<file path="config.mk">
export PLATFORM = sky130hd
export DESIGN_NAME = code_lock_n
export DESIGN_NICKNAME = d
export VERILOG_FILES = /design/src/rtl/code_lock_n.sv
export SDC_FILE = /design/constraint.sdc
export NUM_CORES = 1
export LEC_CHECK = 0
export CAP_MARGIN = 30
export CORE_MARGIN = 3
export CORE_UTILIZATION = 50
export DETAILED_ROUTE_END_ITERATION = 10
export PLACE_DENSITY = 0.81
export SYNTH_ARGS = -nofsm -noshare
export SYNTH_HDL_FRONTEND = slang
export SYNTH_SLANG_ARGS = --single-unit
</file>
<file path="constraint.sdc">
create_clock -name clk -period 2.2 [get_ports clk]
set_input_delay 0.33 -clock clk [delete_from_list [all_inputs] [get_ports clk]]
set_output_delay 0.33 -clock clk [all_outputs]
set_load 0.01 [all_outputs]
</file>
<file path="src/rtl/code_lock_n.sv">
// N-digit code lock: digit entry buffer, code check with consecutive-failure
// lockout, and a two-pass verified code change. All outputs are registered.
module code_lock_n #(
  parameter int DIGITS      = 4,
  parameter int MAX_ERR     = 3,
  parameter int LOCKOUT_CYC = 50000000,
  parameter logic [DIGITS*4-1:0] DEFAULT_CODE = 16'h1234
) (
  input  logic                clk,
  input  logic                rst_n,
  input  logic [3:0]          digit_in,
  input  logic                digit_we,
  input  logic                confirm,
  input  logic                clear,
  input  logic                lock,
  input  logic                change_req,
  output logic [DIGITS*4-1:0] entry,
  output logic [3:0]          entry_cnt,
  output logic                unlocked,
  output logic                locked_out,
  output logic [3:0]          err_cnt,
  output logic                ok_pulse,
  output logic                fail_pulse,
  output logic [2:0]          state
);

  localparam int W  = DIGITS * 4;
  localparam int CW = (LOCKOUT_CYC > 2) ? $clog2(LOCKOUT_CYC) : 1;

  typedef enum logic [2:0] {
    S_LOCKED     = 3'd0,
    S_UNLOCKED   = 3'd1,
    S_CHG_NEW    = 3'd2,
    S_CHG_VERIFY = 3'd3,
    S_LOCKOUT    = 3'd4
  } state_t;

  // Input pulses are single-cycle strobes with no back-pressure: each is acted
  // on in the cycle it is high, and its response is visible one cycle later.
  state_t         state_q, state_n;
  logic [W-1:0]   entry_q, entry_n;
  logic [W-1:0]   code_q, code_n;
  logic [W-1:0]   pend_q, pend_n;
  logic [3:0]     cnt_q, cnt_n;
  logic [3:0]     err_q, err_n;
  logic [CW-1:0]  lo_q, lo_n;
  logic           ok_q, ok_n;
  logic           fail_q, fail_n;
  logic           unl_q, unl_n;
  logic           lko_q, lko_n;

  logic full, digit_ok, code_match, pend_match;

  always_comb begin
    full       = (cnt_q == 4'(DIGITS));
    digit_ok   = digit_we && (digit_in <= 4'd9) && !full;
    code_match = full && (entry_q == code_q);
    pend_match = full && (entry_q == pend_q);
  end

  always_comb begin
    state_n = state_q;
    entry_n = entry_q;
    cnt_n   = cnt_q;
    code_n  = code_q;
    pend_n  = pend_q;
    err_n   = err_q;
    lo_n    = lo_q;
    ok_n    = 1'b0;
    fail_n  = 1'b0;

    case (state_q)
      S_LOCKOUT: begin
        entry_n = '0;
        cnt_n   = '0;
        if (lo_q == '0) begin
          err_n   = '0;
          state_n = S_LOCKED;
        end else begin
          lo_n = lo_q - 1'b1;
        end
      end

      S_UNLOCKED: begin
        if (lock || change_req) begin
          entry_n = '0;
          cnt_n   = '0;
          state_n = lock ? S_LOCKED : S_CHG_NEW;
        end else if (clear || confirm) begin
          entry_n = '0;
          cnt_n   = '0;
        end else if (digit_ok) begin
          entry_n = {entry_q[W-5:0], digit_in};
          cnt_n   = cnt_q + 4'd1;
        end
      end

      S_LOCKED, S_CHG_NEW, S_CHG_VERIFY: begin
        if (clear) begin
          entry_n = '0;
          cnt_n   = '0;
        end else if (confirm) begin
          entry_n = '0;
          cnt_n   = '0;
          if (state_q == S_LOCKED) begin
            if (code_match) begin
              ok_n    = 1'b1;
              err_n   = '0;
              state_n = S_UNLOCKED;
            end else begin
              fail_n = 1'b1;
              if (err_q < 4'(MAX_ERR)) err_n = err_q + 4'd1;
              // Lockout trips on the attempt that brings the count to the limit.
              if (err_q + 4'd1 == 4'(MAX_ERR)) begin
                state_n = S_LOCKOUT;
                lo_n    = CW'(LOCKOUT_CYC - 1);
              end
            end
          end else if (state_q == S_CHG_NEW) begin
            if (full) begin
              pend_n  = entry_q;
              state_n = S_CHG_VERIFY;
            end else begin
              fail_n  = 1'b1;
              state_n = S_UNLOCKED;
            end
          end else begin
            if (pend_match) begin
              code_n = pend_q;
              ok_n   = 1'b1;
            end else begin
              fail_n = 1'b1;
            end
            state_n = S_UNLOCKED;
          end
        end else if (digit_ok) begin
          entry_n = {entry_q[W-5:0], digit_in};
          cnt_n   = cnt_q + 4'd1;
        end
      end

      default: begin
        entry_n = '0;
        cnt_n   = '0;
        state_n = S_LOCKED;
      end
    endcase

    unl_n = (state_n == S_UNLOCKED) || (state_n == S_CHG_NEW) ||
            (state_n == S_CHG_VERIFY);
    lko_n = (state_n == S_LOCKOUT);
  end

  always_ff @(posedge clk) begin
    if (!rst_n) begin
      state_q <= S_LOCKED;
      entry_q <= '0;
      cnt_q   <= '0;
      code_q  <= DEFAULT_CODE;
      pend_q  <= '0;
      err_q   <= '0;
      lo_q    <= '0;
      ok_q    <= 1'b0;
      fail_q  <= 1'b0;
      unl_q   <= 1'b0;
      lko_q   <= 1'b0;
    end else begin
      state_q <= state_n;
      entry_q <= entry_n;
      cnt_q   <= cnt_n;
      code_q  <= code_n;
      pend_q  <= pend_n;
      err_q   <= err_n;
      lo_q    <= lo_n;
      ok_q    <= ok_n;
      fail_q  <= fail_n;
      unl_q   <= unl_n;
      lko_q   <= lko_n;
    end
  end

  assign entry      = entry_q;
  assign entry_cnt  = cnt_q;
  assign unlocked   = unl_q;
  assign locked_out = lko_q;
  assign err_cnt    = err_q;
  assign ok_pulse   = ok_q;
  assign fail_pulse = fail_q;
  assign state      = state_q;

endmodule

</file>
-- Word-level counts from Yosys, hierarchy flattened
Cells that the tools add are included.
- bits of input ports: 11
- output and inout port bits: 31
- logic and storage cells: 106
- register bits: 89
- $add $sub $neg: 3
- $lt $le $gt $ge: 2
- muxes and demuxes: 46
- bitwise logic cells: 6
- reduce and logical (&&, ||, !) cells: 18
- eq/ne operators: 20
- operators by type and width (cell ; count):
    $mux W26 ; 6
    $mux W16 ; 5
    $pmux W26 S2 ; 1
    $mux W4 ; 11
    $eq A16 B16 Y1 ; 2
    $pmux W16 S2 ; 1
    $logic_not A26 Y1 ; 1
    $sub A26 B1 Y26 const B ; 1
    $mux W3 ; 8
    $reduce_and A6 Y1 ; 3
    $pmux W4 S2 ; 2
    $ne A2 B2 Y1 const B ; 7
    $eq A3 B2 Y1 const B ; 4
    $mux W1 ; 9
    $pmux W3 S3 ; 1
    $add A4 B1 Y4 const B ; 2
    $reduce_and A7 Y1 ; 1
    $eq A3 B1 Y1 const B ; 2
    $eq A3 B3 Y1 const B ; 2
    $not A1 Y1 ; 6
    $eq A4 B2 Y1 const B ; 1
    $eq A4 B3 Y1 const B ; 1
    $le A4 B4 Y1 const B ; 1
    $logic_and A1 B1 Y1 ; 4
    other kinds (9) ; 13

-- Longest topological paths before layout
Gate-level depths: netlist of run 1.
- depth in word-level cells: 11
- depth in mapped cells: 11
- depth with buffers taken out: 8

-- Worst setup path after synthesis of run 1
No wires, ideal clock.
- path kind: reg-to-reg
- start: register cnt_q[0], in the netlist entry_cnt[0]
- end: register code_q[12]
- library setup time: 128 ps
- data required time: 2072 ps
- stages on the path, launching flop included: 12
- clock period less this slack: 2312 ps
- data arrival time: 2184 ps
- slack: -112 ps
- path buffers: 3
- path through: dfxtp_1 > inv_1 > ha_1 > nand2_1 > or2_2 > clkbuf_1 > nor4_1 > and4b_1 > buf_2 > buf_2 > mux2i_1 > nand2_1
- longest elaborated chain between the ends: 3
- ends and longest elaborated chain (what ; RTL line ; RTL):
    start, declared ; 44 ; logic [3:0] cnt_q, cnt_n;
    start signal, assigned ; 170 ; cnt_q <= cnt_n;
    $eq A4 B3 Y1 ; 55 ; full = (cnt_q == 4'(DIGITS));
    $logic_and A1 B1 Y1 ; 58 ; pend_match = full && (entry_q == pend_q);
    $reduce_and A6 Y1 (no line) ; -- ;
    end signal, assigned ; 171 ; code_q <= code_n;
    end, declared ; 42 ; logic [W-1:0] code_q, code_n;
No other way between the ends.
A chain may end at the register's enable or synchronous reset.

-- Final worst setup path of run 1
- start: register lo_q[11]
- end: register lo_q[21]
- longest elaborated chain between the ends: 3
- elaborated cells between the ends (all ways): 6
- classes of those cells: add/sub (1); eq/ne (1); mux (2); reduce/logical (2)
- ends and longest elaborated chain (what ; RTL line ; RTL):
    start, declared ; 46 ; logic [CW-1:0] lo_q, lo_n;
    start signal, assigned ; 174 ; lo_q <= lo_n;
    $sub A26 B1 Y26 / $logic_not A26 Y1 (equally long branches) ; 80, 76 ;
    $mux W26 / $ne A2 B2 Y1 (equally long branches) ; -- ;
    $pmux W26 S2 / $reduce_and A7 Y1 (equally long branches) ; -- ;
Several ways; a longest one is shown, not always the timed one. The select of a mux whose other input is x is not followed.

==> results of run 1 <==
==> layout make-up <==
type	instances	area, um^2
repair buffers	89	783
flip-flops and latches	89	1780
well taps	102	128
multi-input cells	370	2300
inverters	8	30.0
clock buffers	11	151
clock inverters	5	77.6
fillers	611	2590
==> placed cells by master, fill, tap and decap left out, types with 12 or more instances in the layout <==
cell / n
xor2_1: 33
dfxtp_1: 88
nor3_1: 12
mux2i_1: 16
a21oi_1: 52
buf_4: 47
xnor2_1: 22
clkdlybuf4s50_1: 41
nand2_1: 93
nor2_1: 41
==> final timing paths <==
kind,startpoint,cells after the start,to
min reg2reg,pend_q[5],2,pend_q[5]
max,lo_q[11],8,lo_q[21]
min,pend_q[5],2,pend_q[5]
max reg2reg,lo_q[11],8,lo_q[21]
==> power by group through the flow <==
stage | Clock [uW] | Combinational [uW] | Sequential [uW]
6_report | 1260 | 217 | 1630
5_1_grt | 1350 | 235 | 1630
3_5_place_dp | 0 | 189 | 1670
4_1_cts | 1290 | 194 | 1630
2_1_floorplan | 0 | 100 | 1670
3_3_place_gp | 0 | 185 | 1670
==> metal layers <==
layer / part of all wire, % / up-vias / GRT usage, %
met3: 4.4 / 9 / 4.69
met2: 53 / 91 / 38.3
met4: 1.1 / 0 / 5.62
met1: 42 / 1740 / 25.4
li1: - / 1822 / -
met5: 0 / - / 0
==> worst min-delay path, stage by stage (launching register included) <==
cell	delay (ns)
dfxtp_1	0.33
nand2_1	0.06
a21oi_1	0.05
==> state kept, by name, summed over array words and instances, names as in the netlist <==
name and flops:
code_q 16, entry 16, entry_cnt 4, err_cnt 4, fail_pulse 1, lo_q 26
locked_out 1, ok_pulse 1, pend_q 16, state 3, unlocked 1
==> cell families after synthesis <==
group,count (synthesis),synth area share (%)
AOI/OAI and AO/OA,79,10.9
xor gates and xnor gates,56,11.9
adders and majority gates,6,1.82
buffers and inverters,31,2.92
DFF,89,43.3
muxes,16,3.89
and+or+nand+nor,213,25.2
==> metrics by stage <==
stage	hold slack (ns)	util, %
finish	0.489	67.0
global route	0.516	67.0
CTS	0.488	65.6
detailed placement	0.475	62.4
global placement	0.463	62.4
floorplan	0.456	-
==> repair_timing <==
action,in CTS,in global routing
pin swaps,0,8
resized for setup,3,14
endpoints found under the setup margin,4,30
cloned,0,0
setup buffers,0,5
==> impl_metrics.json, run 1 <==
{
  "period_needed_ns": 2.23,
  "startpoint_type": "register",
  "fin_crit_sh_pct": 101,
  "internal_power_uw": 2420,
  "clock_path_buffers": 2,
  "die_w_um": 96.7,
  "power_frac_seq_pct": 52.4,
  "synth-main-ff-cell": "dfxtp_1",
  "synthDistinctLibCells": 48,
  "required_ns": 2.43,
  "drc": 0,
  "cts_root_buf": "clkbuf_8",
  "gp_congestion": 0.876,
  "fin_total_pwr_uw": 3110,
  "grt_pass1_vias": 3702,
  "fin_worst_skew_ns": 0.00596,
  "io_buffers": 41,
  "cp_max_fo": 6,
  "core_area_mm2": 0.00785,
  "cp_data_arrival_time_ns": 2.46,
  "yosysMostFrequentCell": "nand2_1",
  "synthArstFlopShare_pct": 0,
  "area_delta_synth_final_pct": 27.7,
  "final_cells": 674,
  "maxCapViolCount": 0,
  "p_switching_uw": 692,
  "p_leak_uw": 0.00200,
  "dp_cells": 653,
  "routed_wl_mm": 10.3,
  "grt_max_degree": 27,
  "fp.dieH_um": 96.7,
  "path_cells": "or4_4 > nor4_4 > buf_4 > buf_4 > nor4b_4 > buf_4 > xnor2_2 > a21oi_1",
  "violations": "setup timing",
  "crit_family": "simple AND/OR/NAND/NOR gates",
  "num_antenna_cells": 0,
  "synth_nets": 507,
  "worst_slack_ns": -0.0295,
  "rows": 32,
  "min_path_type": "register to register",
  "swShare_pct": 22.3,
  "gr-total-overflow": 0,
  "status": "complete, but fails checks",
  "crit_buf_inv": 3,
  "power_density_mw_per_mm2": 591,
  "dr_total_vias": 3662,
  "finalSetupViolCount": 3,
  "ys_seq_area_share_pct": 43.3,
  "numCtsBuffers": 9,
  "max_freq_ghz": 0.449,
  "grt_usage_pct": 21.2,
  "synth_area_mm2": 0.00412,
  "antenna_left": 0,
  "end_kind": "register",
  "cts_tree": "done",
  "ys_ff_latch": 89,
  "dp_slack_ns": -0.0383,
  "rrSetupSlack_ns": -0.03,
  "worst_slew_pin_slew_ns": 0.511,
  "stdcell_area_mm2": 0.00526,
  "max-slew-margin-rel_pct": 65.8,
  "clock_power_share_pct": 40.6,
  "clkTransAtPathRegs_ns": 0.09,
  "dp_hpwl_mm": 7.11,
  "drive_gt1_share_pct": 15.6,
  "post_dp_cell_area_mm2": 0.00490,
  "viasPerCell": 5.43,
  "cts_max_level": 3,
  "yosys-top-cells-count": "nand2_1, dfxtp_1, a21oi_1",
  "drtIter0Drc": 207,
  "yosys_warnings": 0,
  "avgSynthCellArea_um2": 8.40,
  "critical-path-slowest-cell": "or4_4",
  "slew_violations": 0,
  "power_frac_comb_pct": 7.0,
  "grt_pass1_wl_mm": 16.8,
  "start_util_pct": 52.5,
  "dieArea_mm2": 0.00936,
  "antenna_found_initial": 0,
  "worstSetupPathType": "register to register",
  "synth_top_area_share_pct": 43.3,
  "hold_viol": 0,
  "syn_inst": 490,
  "fin_nets": 584,
  "ios": 42,
  "synth_area_leaders": "dfxtp_1, nand2_1, xor2_1",
  "max_stage_delay_ns": 0.57,
  "path_common_cell": "buf_4",
  "synth_enable_flop_cells": 0,
  "rsz0062_at_grt": "true",
  "cts_sinks": 89,
  "drt-pass1-iter-count": 4,
  "clock_latency_ns": 0.35,
  "tns_ns": -0.0812,
  "cts_hold_buf": 0,
  "ir_drop_uv": 482,
  "avgRoutedWirePerCell_um": 15.4,
  "synth_area_leader_cell": "dfxtp_1"
}
Power figures use the tool's default switching activity.
==> run 2, diff against run 1 <==
--- a/config.mk
+++ b/config.mk
@@ -9,6 +9,7 @@
 export CORE_MARGIN = 3
 export CORE_UTILIZATION = 50
 export DETAILED_ROUTE_END_ITERATION = 10
+export GPL_ROUTABILITY_DRIVEN = 0
 export PLACE_DENSITY = 0.81
 export SYNTH_ARGS = -nofsm -noshare
 export SYNTH_HDL_FRONTEND = slang
==> results of run 2 <==
No change in the layout: final DEF, timing and power equal those of run 1.
